--- src/rtl/ntru_pkg.sv ---
// Shared constants and types for the balanced-ternary packing blocks.
package ntru_pkg;

  localparam int N_TRITS_DEFAULT = 700;

  localparam logic [1:0] TRIT_0   = 2'b00;
  localparam logic [1:0] TRIT_1   = 2'b01;
  localparam logic [1:0] TRIT_M1  = 2'b10;
  localparam logic [1:0] TRIT_BAD = 2'b11;

  // Positional weights 3^pos; entry [0] is the weight of the earliest trit.
  localparam logic [4:0][6:0] W = {7'd81, 7'd27, 7'd9, 7'd3, 7'd1};

  typedef enum logic [1:0] {
    ST_IDLE,
    ST_RUN,
    ST_FLUSH,
    ST_DONE
  } pack_state_t;

endpackage

--- src/rtl/s3_weight_mac.sv ---
// One accumulate step of the 5-trit packer: acc + trit*3^pos without a multiplier.
module s3_weight_mac
  import ntru_pkg::*;
(
  input  logic [8:0] acc,
  input  logic [2:0] pos,
  input  logic [1:0] trit,
  output logic [8:0] acc_next,
  output logic       byte_complete,
  output logic       trit_bad
);

  logic [6:0] w;
  logic [8:0] term;

  always_comb begin
    case (pos)
      3'd0:    w = W[0];
      3'd1:    w = W[1];
      3'd2:    w = W[2];
      3'd3:    w = W[3];
      3'd4:    w = W[4];
      default: w = 7'd0;
    endcase
    // A "2" trit contributes twice the weight; illegal codes contribute nothing.
    case (trit)
      TRIT_0:  term = 9'd0;
      TRIT_1:  term = {2'b00, w};
      TRIT_M1: term = {1'b0, w, 1'b0};
      default: term = 9'd0;
    endcase
  end

  assign acc_next      = acc + term;
  assign byte_complete = (pos == 3'd4);
  assign trit_bad      = (trit == TRIT_BAD);

endmodule

--- src/rtl/pack_s3.sv ---
// Frame-level packer: 5 trits per byte, zero-padded final byte, valid/ready on both sides.
module pack_s3
  import ntru_pkg::*;
#(
  parameter int N_TRITS = N_TRITS_DEFAULT
) (
  input  logic       clk,
  input  logic       rst,
  input  logic       start,
  input  logic       in_valid,
  output logic       in_ready,
  input  logic [1:0] in_trit,
  output logic       out_valid,
  input  logic       out_ready,
  output logic [7:0] out_byte,
  output logic       out_last,
  output logic       busy,
  output logic       done,
  output logic       err
);

  localparam int CW = 13;
  localparam logic [CW-1:0] N_LIM = CW'(N_TRITS);

  pack_state_t     state_reg;
  logic [8:0]      acc_reg;
  logic [2:0]      pos_reg;
  logic [CW-1:0]   cnt_reg;

  logic [8:0]      acc_next;
  logic            byte_complete;
  logic            trit_bad;
  logic            accept;
  logic            out_hs;
  logic            last_trit;

  s3_weight_mac u_mac (
    .acc           (acc_reg),
    .pos           (pos_reg),
    .trit          (in_trit),
    .acc_next      (acc_next),
    .byte_complete (byte_complete),
    .trit_bad      (trit_bad)
  );

  assign in_ready  = (state_reg == ST_RUN) && (cnt_reg < N_LIM) && (!out_valid || out_ready);
  assign accept    = in_valid && in_ready;
  assign out_hs    = out_valid && out_ready;
  assign last_trit = (cnt_reg == N_LIM - CW'(1));
  assign busy      = (state_reg == ST_RUN) || (state_reg == ST_FLUSH);

  always_ff @(posedge clk or posedge rst) begin
    if (rst) begin
      state_reg <= ST_IDLE;
      acc_reg   <= 9'd0;
      pos_reg   <= 3'd0;
      cnt_reg   <= '0;
      out_valid <= 1'b0;
      out_byte  <= 8'd0;
      out_last  <= 1'b0;
      done      <= 1'b0;
      err       <= 1'b0;
    end else begin
      done <= 1'b0;
      // A new byte loaded below overrides this clear, giving back-to-back bytes.
      if (out_hs) out_valid <= 1'b0;

      case (state_reg)
        ST_IDLE, ST_DONE: begin
          if (start) begin
            state_reg <= ST_RUN;
            acc_reg   <= 9'd0;
            pos_reg   <= 3'd0;
            cnt_reg   <= '0;
            out_last  <= 1'b0;
            err       <= 1'b0;
          end
        end
        ST_RUN: begin
          if (accept) begin
            cnt_reg <= cnt_reg + CW'(1);
            if (trit_bad) err <= 1'b1;
            if (byte_complete) begin
              out_byte  <= acc_next[7:0];
              out_valid <= 1'b1;
              out_last  <= last_trit;
              acc_reg   <= 9'd0;
              pos_reg   <= 3'd0;
            end else begin
              acc_reg <= acc_next;
              pos_reg <= pos_reg + 3'd1;
              if (last_trit) state_reg <= ST_FLUSH;
            end
          end
          if (out_hs && out_last) begin
            state_reg <= ST_DONE;
            done      <= 1'b1;
          end
        end
        ST_FLUSH: begin
          // Wait for any full byte still in the output register, then emit the padded one.
          if (!out_valid) begin
            out_byte  <= acc_reg[7:0];
            out_valid <= 1'b1;
            out_last  <= 1'b1;
            acc_reg   <= 9'd0;
            pos_reg   <= 3'd0;
          end else if (out_hs && out_last) begin
            state_reg <= ST_DONE;
            done      <= 1'b1;
          end
        end
        default: state_reg <= ST_IDLE;
      endcase
    end
  end

endmodule

--- config.mk ---
export PLATFORM = sky130hd
export DESIGN_NAME = pack_s3
export DESIGN_NICKNAME = d
export VERILOG_FILES = /design/src/rtl/ntru_pkg.sv /design/src/rtl/s3_weight_mac.sv /design/src/rtl/pack_s3.sv
export SDC_FILE = /design/constraint.sdc
export NUM_CORES = 1
export LEC_CHECK = 0
export ABC_AREA = 1
export BUFFER_PORTS_ARGS = -buffer_cell sky130_fd_sc_hd__buf_2
export CAP_MARGIN = 20
export CORE_MARGIN = 1
export CORE_UTILIZATION = 60
export DETAILED_ROUTE_END_ITERATION = 6
export PLACE_DENSITY = 0.8
export SLEW_MARGIN = 20
export SYNTH_ARGS = -nofsm -noshare
export SYNTH_HDL_FRONTEND = slang
export SYNTH_SLANG_ARGS = --single-unit
export TNS_END_PERCENT = 10
--- constraint.sdc ---
create_clock -name clk -period 3.4 [get_ports clk]
set_input_delay 0.34 -clock clk [delete_from_list [all_inputs] [get_ports clk]]
set_output_delay 0.34 -clock clk [all_outputs]
set_load 0.01 [all_outputs]
Yosys cells after proc, flatten, opt, wreduce, memory -nomap -nowiden
Cells that the tools add are included.
{ "classes": {"reduce_logical": 19, "magnitude_cmp": 1, "eq_ne": 21, "n_mux": 43, "addsub": 3} }
{ "ops": {"columns": ["op", "count"], "rows": [
  ["2-to-1 mux 9 bit", 4],
  ["one-hot mux 7 bit (5 select lines)", 1],
  ["one-hot mux 8 bit (2 select lines)", 2],
  ["one-hot mux 9 bit (3 select lines)", 1],
  ["2-to-1 mux 13 bit", 2],
  ["one-hot mux 13 bit (2 select lines)", 1],
  ["2-to-1 mux 8 bit", 3],
  ["2-to-1 mux 2 bit", 7],
  ["adder 13 x 1 -> 13 bit, second input constant", 1],
  ["== test 13 x 10 -> 1 bit, second input constant", 1],
  ["less-than comparator 13 x 10 -> 1 bit, second input constant", 1],
  ["2-to-1 mux 1 bit", 12],
  ["2-to-1 mux 3 bit", 4],
  ["!= test 2 bit, second input constant", 6],
  ["AND reduction 4 bit", 3],
  ["adder 9 x 8 -> 9 bit", 1],
  ["!= test 3 x 2 -> 1 bit, second input constant", 3],
  ["one-hot mux 3 bit (3 select lines)", 1],
  ["== test 2 bit, second input constant", 4],
  ["== test 3 x 2 -> 1 bit, second input constant", 2],
  ["one-hot mux 1 bit (2 select lines)", 3],
  ["one-hot mux 2 bit (3 select lines)", 1],
  ["AND reduction 3 bit", 2],
  ["AND reduction 6 bit", 1],
  ["13 further kinds", 20]
]} }
{ "totals": {"output_inout_bits": 14, "regBits": 39, "word_cells": 96, "inputBits": 7} }

Depth between registers and ports, before layout
{ "depth": {"word_depth": 7, "ltp_mapped": 19} }

By module
A second synthesis with hierarchy kept.
{ "hier_totals": {"cells_unflattened": 380, "hier_area_um2": 2730.1} }
{ "by_module_without_submodules": {"columns": ["module", "area_each_um2", "cells_per_inst", "seq_area_each_um2", "n_inst"], "rows": [
  ["pack_s3", 2173.3, 277, 975.9, 1],
  ["s3_weight_mac", 556.8, 103, 0.0, 1]
]} }

Least setup slack after synthesis
OpenSTA, ideal clock, no wires.
{ "synth_timing": {"kind": "reg-to-reg", "start": "reg pos_reg[0]", "end": "reg out_byte[4]", "arrival_ns": 2.397, "n_path_buf": 0, "setup_slack_ns": 0.939, "path_stages_with_launch": 14, "synth_period_minus_slack_ns": 2.461, "setup_ns": 0.065, "cell_sequence": "dfrtp_1 ha_1 ha_1 a21oi_1 nor3b_1 nor2_1 ha_1 fa_1 a31oi_1 xnor2_1 nand2_1 nand2_1 nand2_1 nand2_1"} }
{ "synth_via": {"elab_chain_len": 7} }
{ "synth_lines": {"columns": ["item", "line", "rtl"], "rows": [
  ["start, declared", "pack_s3.sv:27", "logic [2:0] pos_reg;"],
  ["start signal, assigned", "pack_s3.sv:91", "pos_reg <= pos_reg + 3'd1;"],
  ["== test 3 bit, or another cell as far along", "s3_weight_mac.sv:17, s3_weight_mac.sv:35", null],
  ["one-hot mux 7 bit (5 select lines)", "s3_weight_mac.sv:17", "case (pos)"],
  ["one-hot mux 8 bit (2 select lines)", "s3_weight_mac.sv:26", "case (trit)"],
  ["adder 9 x 8 -> 9 bit", "s3_weight_mac.sv:34", "assign acc_next = acc + term;"],
  ["2-to-1 mux 8 bit", "pack_s3.sv:83", "if (byte_complete) begin"],
  ["2-to-1 mux 8 bit", "pack_s3.sv:80", "if (accept) begin"],
  ["one-hot mux 8 bit (2 select lines)", "pack_s3.sv:68", "case (state_reg)"],
  ["end signal, assigned", "pack_s3.sv:84", "out_byte <= acc_next[7:0];"],
  ["end signal, assigned", "pack_s3.sv:103", "out_byte <= acc_reg[7:0];"],
  ["end, declared", "pack_s3.sv:15", "output logic [7:0] out_byte,"]
]} }
Several ways; a longest one is shown, not always the timed one. The select of a mux whose other input is x is not followed.
A chain may end at the register's enable or synchronous reset.

Final worst setup path
Ends and elaborated chain as after synthesis.

==> qor.txt <==
=================================================================================
Run status                                                           finished with violations
Violated checks                                                               DRC
Placer Congestion                                                           0.900
Clk Latency, worst-skew pair                                              0.29 ns
Maximum fanout count along the critical path                                    4
Setup TNS Final                                                              0 ns
H-tree depth                                                                    2
Via-per-instance ratio                                                       5.14
Synth Flop Type                                                      sky130_fd_sc_hd__dfrtp_1
Maximum count of clock buffers along a single path                              2
Number of antenna cells inserted                                                0
Antenna violation net count after detailed routing                              0
Total clock buffers created by CTS                                              5
Count of maximum capacitance violations                                         0
Number of fillers in the final layout                                         353
Crit. End Element                                                            flop
Share of power burned in combinational logic                                49.9%
Synth Area in XOR/XNOR                                                      4.52%
Slowest stage delay, CP                                                   0.42 ns
Warnings from Yosys                                                             0
Async SR Flop Fraction                                                       100%
Width of the die                                                          66.8 um
Most instantiated library cell after synthesis                       sky130_fd_sc_hd__nand2_1
Number of antenna violations at the first check in global routing               0
Count of flip-flops with a built-in enable after synthesis                      0
Sequential standard cell area                                            951 um^2
Iteration count of the initial detailed-routing pass                            6
Critical path's top delay family                                      adder cells
Fraction of the yosys area taken by sequential cells                        37.8%
List of cells traversed by the critical path                         ha_1, ha_1, a21oi_1, nor3b_1, nor2_1, ha_1, fa_1, a31oi_1, xnor2_1, nand2_1, nand2_1, nand2_1, nand2_1
Root Buffer Master                                                   sky130_fd_sc_hd__clkbuf_8
Total setup violations reported at the end of the flow                          0
Drt initial violations                                                        179
Overall routed net length                                                 5.26 mm
Hold bufs inserted after CTS                                                    0
Maximum number of pins on one net before global-route repair                   39
CTS tree                                                                    built
DIE AREA                                                                4460 um^2
Net switching power                                                      0.873 mW
Worst-path clk slew                                                       0.08 ns
Least-Margin Pin Slew                                                    0.489 ns
Relative area change from synthesis to final layout                         9.74%
Type of the worst setup path                                           reg -> reg
Proportion of total power due to net switching                              47.5%
Overall via count from detail_route                                          2179
Minimum period implied by the final worst setup slack                     2.67 ns
Max Fclk                                                                0.375 GHz
Post-synthesis adder-cell area fraction                                     9.74%
Rel. slew slack                                                             67.4%
Setup clock skew after layout                                          0.00822 ns
Cell area after layout                                                  2760 um^2
Starting density of the core                                                62.9%
TritonCTS Sinks                                                                38
Half-perimeter wire length after detailed placement                       3.94 mm
Core Area                                                               4000 um^2
Post-synth net total                                                          375
Count of nets after finishing                                                 399
Fraction of layout cells with a size suffix above 1                         10.7%
Count of unresolved DRC violations after routing                                2
PortBufs                                                                       20
Power density relative to cell area                                   666 nW/um^2
Share of synthesized cell area in and, or, nand and nor gates               32.9%
Maximum vdd ir drop                                                      0.469 mV
Share of the synthesized area in compound gates (AO/OA/AOI/OAI)             7.11%
Overflow left after global routing                                              0
Synth cell types                                                               33
Share of synthesized area spent on multiplexers                            0.795%
Reg power frac                                                              32.1%
Data arrival time of the critical path                                    2.91 ns
Wire length per cell                                                      12.4 um
Cell internal pwr                                                        0.966 mW
Cell with the largest stage delay on the worst path                  sky130_fd_sc_hd__dfrtp_1
Most Frequent Cell on Critical Path                                  sky130_fd_sc_hd__nand2_1
Final cycle utilization of the critical path                                78.4%
Required time of the worst setup path                                     3.64 ns
Total leakage power                                                       1.51 nW
Clk network pwr share                                                       18.0%
Syn Area/Cell                                                           7.21 um^2
Row count                                                                      23
Cell type with the highest aggregate area in the netlist             sky130_fd_sc_hd__dfrtp_1
Ranking of synthesized cells by area                                 sky130_fd_sc_hd__dfrtp_1, sky130_fd_sc_hd__nand2_1, sky130_fd_sc_hd__ha_1
Buf+Inv Stages, Crit Path                                                       0
Vertical die dimension                                                    66.8 um
FF+latch count, synth                                                          38
Number of primary I/O pins                                                     21
Unrepaired setup endpoints after global routing                                no
Dominant combinational cell family by area after synthesis           simple AND/OR/NAND/NOR gates
Count of buffers added by post-CTS timing repair for setup                      0
Commonest cells post-synth                                           sky130_fd_sc_hd__nand2_1, sky130_fd_sc_hd__dfrtp_1, sky130_fd_sc_hd__nor2_1
Footprint of the multi-input gates                                      1390 um^2
Placement Cell Area                                                     2670 um^2
Cells after synthesis                                                         349
Total Routing Usage GR                                                      27.3%
Number of flip-flops under the largest register name                           13
Syn Std Cell Area                                                       2520 um^2
Total count of max-transition violations in the final report                    0
Final Hold Violating Endpoints                                                  0
Portion of synthesized cell area occupied by the leading cell type          37.8%
Worst min-delay path category                                         in -> async
Number of cells upsized or downsized after cts                                  0
First-pass GRT wire length                                                9.07 mm
Worst setup SP type                                                          flop
Vias in the first global route                                               2141
=================================================================================
[power groups by stage]
stage / Sequential, mW / Combinational [mW] / Clock, mW
6_report: 0.590 / 0.918 / 0.331
3_5_place_dp: 0.598 / 0.919 / 0
4_1_cts: 0.590 / 0.923 / 0.338
3_3_place_gp: 0.597 / 0.909 / 0
2_1_floorplan: 0.603 / 0.705 / 0
5_1_grt: 0.601 / 1.05 / 0.353
[final timing paths]
| path | slack [ns] | end | startpoint | depth (start not counted) |
|---|---|---|---|---|
| max | 0.73 | out_byte[4]$_DFFE_PP0P_ | pos_reg[0]$_DFFE_PP0P_ | 13 |
| min | 0.15 | out_byte[2]$_DFFE_PP0P_ | rst | 3 |
| max reg2reg | 0.73 | out_byte[4]$_DFFE_PP0P_ | pos_reg[0]$_DFFE_PP0P_ | 13 |
| min reg2reg | 0.48 | out_byte[2]$_DFFE_PP0P_ | out_byte[2]$_DFFE_PP0P_ | 2 |
| max in group asynchronous | 2.91 | err$_DFFE_PP0P_ | rst | 3 |
| min in group clk | 0.39 | done$_DFF_PP0_ | out_ready | 3 |
[cell type report]
class / instances / share of cell area (%)
clock buffers: 6 / 2.99
clock inverters: 2 / 0.453
inverters: 38 / 5.25
multi-input cells: 267 / 50.2
flip-flops and latches: 38 / 34.4
well taps: 50 / 2.26
repair buffers: 23 / 4.44
[metrics by stage]
stage | hold WS (ns) | setup slack (ns) | total power, mW | std cells | utilization, %
after floorplan | 0.467 | 0.939 | 1.31 | 349 | -
after global placement | 0.460 | 0.831 | 1.51 | 416 | 66.7
after detailed placement | 0.459 | 0.769 | 1.52 | 416 | 66.7
after CTS | 0.167 | 0.747 | 1.85 | 424 | 69.1
after global routing | 0.203 | 0.514 | 2.01 | 424 | 69.1
final | 0.148 | 0.733 | 1.84 | 424 | 69.1
[layout by cell type (no fill, tap or decap), types with 2 or more instances in the layout]
cell,count
sky130_fd_sc_hd__xor2_1,9
sky130_fd_sc_hd__nor2_1,38
sky130_fd_sc_hd__nand2_2,2
sky130_fd_sc_hd__o21ai_2,3
sky130_fd_sc_hd__inv_1,36
sky130_fd_sc_hd__mux2i_1,2
sky130_fd_sc_hd__nand2_1,132
sky130_fd_sc_hd__o21ai_0,12
sky130_fd_sc_hd__nand3_1,15
sky130_fd_sc_hd__buf_2,20
sky130_fd_sc_hd__xnor2_1,4
sky130_fd_sc_hd__clkbuf_8,6
sky130_fd_sc_hd__a21oi_1,8
sky130_fd_sc_hd__buf_4,3
sky130_fd_sc_hd__dfrtp_1,38
sky130_fd_sc_hd__nor3_1,7
sky130_fd_sc_hd__o21ai_1,3
sky130_fd_sc_hd__ha_1,18
sky130_fd_sc_hd__nand4_1,4
[metal layers]
metal	vias up	part of all wire, %	GRT usage (%)
met4	0	1.5	12.2
met1	998	46	32.4
met3	7	2.2	3.77
li1	1140	-	-
met5	-	0	0
met2	34	51	48.2
[tightest hold or removal path, cell delays in order]
cell	delay [ns]
sky130_fd_sc_hd__buf_2	0.09
sky130_fd_sc_hd__inv_1	0.04
sky130_fd_sc_hd__buf_4	0.42
[kinds of logic after synthesis]
logic type | after synthesis
AND/OR/NAND/NOR | 202
buffers and inverters | 44
flip-flops | 38
AO/OA/AOI/OAI | 31
adder cells (fa/ha/maj) | 19
XOR/XNOR | 13
multiplexers | 2
(Power assumes the default switching activity.)
